$ cat src/rtl/vote_pkg.sv
// Shared definitions for the vote session controller: the FSM state type,
// the candidate count, the session counter width and press-decode helpers.
package vote_pkg;

  localparam int NUM_CAND = 4;
  localparam int COUNT_W  = 8;

  localparam logic [COUNT_W-1:0] COUNT_MAX = '1;

  typedef enum logic [1:0] {
    ST_IDLE    = 2'd0,
    ST_ARMED   = 2'd1,
    ST_COMMIT  = 2'd2,
    ST_LOCKOUT = 2'd3
  } state_t;

  // True when exactly one candidate button pulsed this cycle.
  function automatic logic single_press(input logic [NUM_CAND-1:0] v);
    return (v != '0) && ((v & (v - 1'b1)) == '0);
  endfunction

  // True when two or more candidate buttons pulsed in the same cycle.
  function automatic logic multi_press(input logic [NUM_CAND-1:0] v);
    return (v & (v - 1'b1)) != '0;
  endfunction

endpackage

$ cat src/rtl/vote_timer.sv
// Loadable down-counter with a done flag. Shared by the armed-session
// expiry and the post-vote lockout, which never run at the same time.
module vote_timer #(
  parameter int W = 5
) (
  input  logic         clock,
  input  logic         reset,
  input  logic         load,
  input  logic         en,
  input  logic [W-1:0] load_val,
  output logic         done
);

  logic [W-1:0] cnt;

  // Load wins over counting; the counter parks at zero once it gets there.
  // NOTE: asynchronous active-low reset is in the sensitivity list so the
  // counter clears without waiting for a clock edge.
  always_ff @(posedge clock or negedge reset) begin
    if (!reset) begin
      cnt <= '0;
    end else if (load) begin
      cnt <= load_val;
    end else if (en && (cnt != '0)) begin
      cnt <= cnt - W'(1);
    end
  end

  assign done = (cnt == '0);

endmodule

$ cat src/rtl/vote_session_ctrl.sv
// Voting booth session controller: the officer arms one session, the voter
// presses exactly one candidate button, a one-hot grant goes to the logger,
// then a lockout hold-off runs before the booth can be armed again.
// Optional feature: define VOTE_TIMEOUT_EN to make an armed session expire
// after TIMEOUT_CYCLES cycles without a vote (timeout pulses, FSM idles).
module vote_session_ctrl
  import vote_pkg::*;
#(
  parameter int TIMEOUT_CYCLES = 1000,
  parameter int LOCKOUT_CYCLES = 16
) (
  input  logic                clock,
  input  logic                reset,
  input  logic                mode,
  input  logic                arm,
  input  logic [NUM_CAND-1:0] btn_valid,
  output logic [NUM_CAND-1:0] grant,
  output logic                ready,
  output logic                busy,
  output logic                conflict,
  output logic                timeout,
  output logic [COUNT_W-1:0]  session_count
);

`ifdef VOTE_TIMEOUT_EN
  localparam int TMR_MAX = (TIMEOUT_CYCLES > LOCKOUT_CYCLES) ? TIMEOUT_CYCLES
                                                              : LOCKOUT_CYCLES;
`else
  localparam int TMR_MAX = LOCKOUT_CYCLES;
`endif
  localparam int TMR_W = $clog2(TMR_MAX + 1);

  // The timer reads zero on the last cycle of a phase, so a phase of N
  // cycles loads N-1.
  localparam logic [TMR_W-1:0] LOCK_LOAD = TMR_W'(LOCKOUT_CYCLES - 1);
`ifdef VOTE_TIMEOUT_EN
  localparam logic [TMR_W-1:0] TIME_LOAD = TMR_W'(TIMEOUT_CYCLES - 1);
`endif

  state_t             state;
  logic               tmr_load;
  logic               tmr_en;
  logic [TMR_W-1:0]   tmr_load_val;
  logic               tmr_done;

  // Timer control: reload on entry to each timed phase, count while in it.
  // NOTE: every signal gets a default at the top of always_comb so no path
  // leaves it unassigned and no latch is inferred.
  always_comb begin
    tmr_load     = 1'b0;
    tmr_load_val = LOCK_LOAD;
    tmr_en       = (state == ST_LOCKOUT);
    if (state == ST_COMMIT) begin
      tmr_load = 1'b1;
    end
`ifdef VOTE_TIMEOUT_EN
    if (state == ST_ARMED) begin
      tmr_en = 1'b1;
    end
    if ((state == ST_IDLE) && arm && !mode) begin
      tmr_load     = 1'b1;
      tmr_load_val = TIME_LOAD;
    end
`endif
  end

  vote_timer #(
    .W (TMR_W)
  ) u_timer (
    .clock    (clock),
    .reset    (reset),
    .load     (tmr_load),
    .en       (tmr_en),
    .load_val (tmr_load_val),
    .done     (tmr_done)
  );

`ifdef VOTE_TIMEOUT_EN
  logic timeout_q;
  assign timeout = timeout_q;
`else
  assign timeout = 1'b0;
`endif

  // Session FSM with registered pulse outputs and the saturating vote count.
  // NOTE: sequential state uses non-blocking assignments so every register
  // samples the pre-edge values regardless of statement order.
  always_ff @(posedge clock or negedge reset) begin
    if (!reset) begin
      state         <= ST_IDLE;
      grant         <= '0;
      conflict      <= 1'b0;
      session_count <= '0;
`ifdef VOTE_TIMEOUT_EN
      timeout_q     <= 1'b0;
`endif
    end else begin
      grant    <= '0;
      conflict <= 1'b0;
`ifdef VOTE_TIMEOUT_EN
      timeout_q <= 1'b0;
`endif
      case (state)
        ST_IDLE: begin
          if (arm && !mode) begin
            state <= ST_ARMED;
          end
        end

        ST_ARMED: begin
          // Display mode aborts quietly; a valid vote beats expiry on the
          // final armed cycle; expiry suppresses a simultaneous conflict.
          if (mode) begin
            state <= ST_IDLE;
          end else if (single_press(btn_valid)) begin
            state <= ST_COMMIT;
            grant <= btn_valid;
            if (session_count != COUNT_MAX) begin
              session_count <= session_count + COUNT_W'(1);
            end
          end
`ifdef VOTE_TIMEOUT_EN
          else if (tmr_done) begin
            state     <= ST_IDLE;
            timeout_q <= 1'b1;
          end
`endif
          else if (multi_press(btn_valid)) begin
            conflict <= 1'b1;
          end
        end

        ST_COMMIT: begin
          state <= mode ? ST_IDLE : ST_LOCKOUT;
        end

        ST_LOCKOUT: begin
          if (mode || tmr_done) begin
            state <= ST_IDLE;
          end
        end

        default: state <= ST_IDLE;
      endcase
    end
  end

  assign ready = (state == ST_ARMED);
  assign busy  = (state == ST_COMMIT) || (state == ST_LOCKOUT);

endmodule

$ cat config.mk
export PLATFORM = sky130hd
export DESIGN_NAME = vote_session_ctrl
export DESIGN_NICKNAME = d
export VERILOG_FILES = /design/src/rtl/vote_pkg.sv /design/src/rtl/vote_timer.sv /design/src/rtl/vote_session_ctrl.sv
export SDC_FILE = /design/constraint.sdc
export NUM_CORES = 1
export LEC_CHECK = 0
export BUFFER_PORTS_ARGS = -buffer_cell sky130_fd_sc_hd__buf_2
export CORE_UTILIZATION = 35
export CTS_CLUSTER_DIAMETER = 200
export DETAILED_ROUTE_END_ITERATION = 8
export GPL_ROUTABILITY_DRIVEN = 0
export SLEW_MARGIN = 20
export SYNTH_ARGS = -nofsm -noshare
export SYNTH_HDL_FRONTEND = slang
export SYNTH_SLANG_ARGS = --single-unit
$ cat constraint.sdc
create_clock -name clock -period 2.47 [get_ports clock]
set_clock_uncertainty 0.2 [all_clocks]
set_input_delay 0.1235 -clock clock [delete_from_list [all_inputs] [get_ports clock]]
set_output_delay 0.1235 -clock clock [all_outputs]
set_load 0.005 [all_outputs]
==> impl_metrics.py <==
metrics = {
    "yosys": {
        "syn_area_per_cell_um2": 11.11,
        "ys_types": 34,
        "syn_nets": 103,
        "synth.ff_latch_count": 20,
        "synth_warnings": 0,
        "yosysSeqAreaShare": 0.4896,
        "synth_area_um2": 1022,
        "syn_inst": 92,
    },
    "pwr": {
        "leakagePower_nw": 0.6458,
        "switchingPower_mw": 0.2580,
        "seqPwrFrac": 0.486,
        "p_per_area_nw_per_um2": 707.8,
        "pwr-share-clk": 0.296,
        "ir_drop_uv": 372.5,
        "p_sw_frac": 0.2842,
        "p_comb_frac": 0.218,
        "p_int_mw": 0.6498,
    },
    "setup_path": {
        "crit_required_ns": 2.48,
        "cp_cell_sequence": "dlygate4sd3_1, buf_2, xor2_1, a211oi_4, nor2_2, mux2_4",
        "critPathLaunchType": "input port",
        "cp.arrival_ns": 1.93,
        "cpMaxStageDelayCell": "dlygate4sd3_1",
        "crit_fanout": 9,
        "cpPeakStageDelay_ns": 0.54,
        "end_kind": "register",
        "ff2ff_setup_slack_ns": 0.63,
        "crit_type": "input port to register",
    },
    "timing": {
        "hold_viol": 0,
        "finalCritPeriodShare": 0.7784,
        "worstMarginPinSlew_ns": 0.5086,
        "slew_headroom": 0.6598,
        "setup_tns_ns": 0,
        "post-route-min-period_ns": 1.923,
        "fmax_mhz": 520.1,
        "setup_violations": 0,
        "rsz0062_at_grt": "no",
        "slew_viol_final": 0,
    },
    "global_routing": {
        "overflow": 0,
        "grt_max_degree": 21,
        "antenna_found_initial": 0,
        "grt_pass1_vias": 772,
        "grt_pass1_wl_um": 3374,
        "grt.total_usage": 0.1344,
    },
    "route": {
        "dr.pass1.iters": 3,
        "vias": 795,
        "drtIter0Drc": 17,
        "drc_errors": 0,
        "antenna_left": 0,
        "routed_via_density": 5.162,
        "finalWirelength_um": 1975,
        "wl_per_cell_um": 12.82,
    },
    "clock_tree": {
        "cts_root_buf": "clkbuf_4",
        "insertion_delay_ns": 0.30,
        "cts.path.max_buffers": 2,
        "clk_pin_slew_ns": 0.12,
        "cts_tree": "built",
        "cts_made_buffers": 3,
        "cts.htree.levels": 1,
        "numClockSinks": 20,
        "post_cts_buffers": 0,
    },
    "cells_and_area": {
        "mostFrequentLayoutCell": "buf_2",
        "fin_cells": 154,
        "layout_common_cells": "buf_2, dfrtp_1, xor2_1, dlygate4sd3_1",
        "drive_gt1_frac": 0.2846,
        "final_cell_area_um2": 1282,
        "fillers": 276,
        "multi_input_comb_area_um2": 499.2,
        "final-seq-area_um2": 500.5,
        "area_growth_pct": 25.46,
        "antenna_cells": 0,
        "nets": 135,
    },
    "die": {
        "die_x_um": 56.05,
        "die_h_um": 56.05,
        "core_area_um2": 2758,
        "start_util": 0.3707,
        "rows": 19,
        "die_area_um2": 3141,
        "ios": 24,
    },
    "placed_design": {
        "post-place-cells": 143,
        "hpwl_um": 1406,
        "dpl-instance-area_um2": 1160,
        "port_buffers": 22,
    },
    "hold_path": {
        "hp-class": "input port to asynchronous set/reset pin",
    },
    "job": {
        "timing.max_cap.violations": 0,
    },
    "run_status": {
        "status": "complete, no violations",
    },
}
==> power by group through the flow <==
stage | Combinational (mW) | Sequential, mW | Clock (mW)
after global routing | 0.227 | 0.455 | 0.285
after global placement | 0.186 | 0.444 | 0
final | 0.198 | 0.441 | 0.268
after CTS | 0.202 | 0.442 | 0.273
after detailed placement | 0.191 | 0.449 | 0
after floorplan | 0.123 | 0.439 | 0
==> cell families (layout without fill, tap and decap cells) <==
kind of cell	count (synthesis)	in the layout	share of synthesized area
and+or+nand+nor	41	41	0.2632
DFF	20	20	0.4896
AOI/OAI and AO/OA	10	10	0.07343
xor gates and xnor gates	9	9	0.07712
buffers and inverters	5	36	0.02203
adders and majority gates	4	4	0.04652
muxes	2	2	0.02448
other	1	1	0.003668
==> critical path: cells and delay by family <==
family                    cells  cell delay [ns]
xor gates and xnor gates      1             0.19
and+or+nand+nor               1             0.12
AOI/OAI and AO/OA             1             0.48
buffers and inverters         2             0.70
muxes                         1             0.31
==> area by class of cell <==
| type | instances | share of cell area |
|---|---|---|
| repair buffers | 29 | 0.1405 |
| clock inverters | 1 | 0.02341 |
| clock buffers | 3 | 0.01756 |
| multi-input cells | 67 | 0.3893 |
| well taps | 31 | 0.03024 |
| flip-flops and latches | 20 | 0.3902 |
| inverters | 3 | 0.008780 |
==> per-stage QoR <==
stage / hold WS (ns) / utilization / setup slack (ns) / power [mW]
3_5_place_dp: -0.1031 / 0.4206 / 0.6393 / 0.6397
2_1_floorplan: -0.3721 / - / 0.7556 / 0.5621
6_report: 0.07675 / 0.4651 / 0.5474 / 0.9077
4_1_cts: 0.09204 / 0.4651 / 0.5690 / 0.9160
3_3_place_gp: -0.1040 / 0.4206 / 0.7185 / 0.6295
5_1_grt: 0.1175 / 0.4651 / 0.4587 / 0.9662
==> registers in the layout (all words and copies together), names as in the netlist <==
register,flops
grant,4
u_timer.cnt,5
state,2
session_count,8
conflict,1
==> worst paths after layout <==
path	depth (start not counted)	end	from
setup / recovery	6	session_count[1]$_DFFE_PN0P_	btn_valid[3]
hold / removal	2	session_count[3]$_DFFE_PN0P_	reset
setup reg to reg	5	session_count[1]$_DFFE_PN0P_	session_count[0]$_DFFE_PN0P_
hold reg to reg	1	u_timer.cnt[4]$_DFFE_PN0P_	u_timer.cnt[4]$_DFFE_PN0P_
max in group asynchronous	2	state[0]$_DFFE_PN0P_	reset
min in group clock	1	u_timer.cnt[4]$_DFFE_PN0P_	u_timer.cnt[4]$_DFFE_PN0P_
==> repair_timing <==
action / in CTS / in global routing
hold buffers: 7 / 0
resized for setup: 0 / 0
hold endpoints to repair: 27 / 0
setup endpoints to repair: 0 / 0
==> synthesized netlist by cell type <==
master	count	share of area
a211oi_4	1	0.020
a21oi_1	1	0.0049
a311oi_1	1	0.0086
a31oi_1	1	0.0061
and3_1	6	0.037
buf_4	1	0.0073
clkbuf_1	1	0.0037
conb_1	1	0.0037
dfrtp_1	20	0.49
ha_1	3	0.037
inv_1	3	0.011
maj3_1	1	0.0098
mux2_4	1	0.015
mux2i_1	1	0.0098
nand2_1	6	0.022
nand2b_1	3	0.018
nand3_1	4	0.020
nand4_1	1	0.0061
nor2_1	4	0.015
nor2_2	1	0.0061
nor2b_1	1	0.0061
nor3_1	3	0.015
nor3b_1	1	0.0073
nor3b_2	2	0.024
nor4_2	2	0.024
nor4b_1	1	0.0086
nor4b_2	2	0.029
o211ai_1	2	0.015
o21ai_0	1	0.0049
o21ai_1	3	0.015
or2_1	1	0.0061
or3_1	3	0.018
xnor2_1	2	0.017
xor2_1	7	0.060
==> per-layer routing <==
| metal | wire length, um | GRT usage | vias to the layer above |
|---|---|---|---|
| met5 | 0 | 0 | - |
| met4 | 26 | 0.04181 | 0 |
| met3 | 54 | 0.02093 | 4 |
| met2 | 988 | 0.2330 | 13 |
| met1 | 904 | 0.1716 | 395 |
| li1 | - | - | 383 |
(Power assumes the default switching activity.)
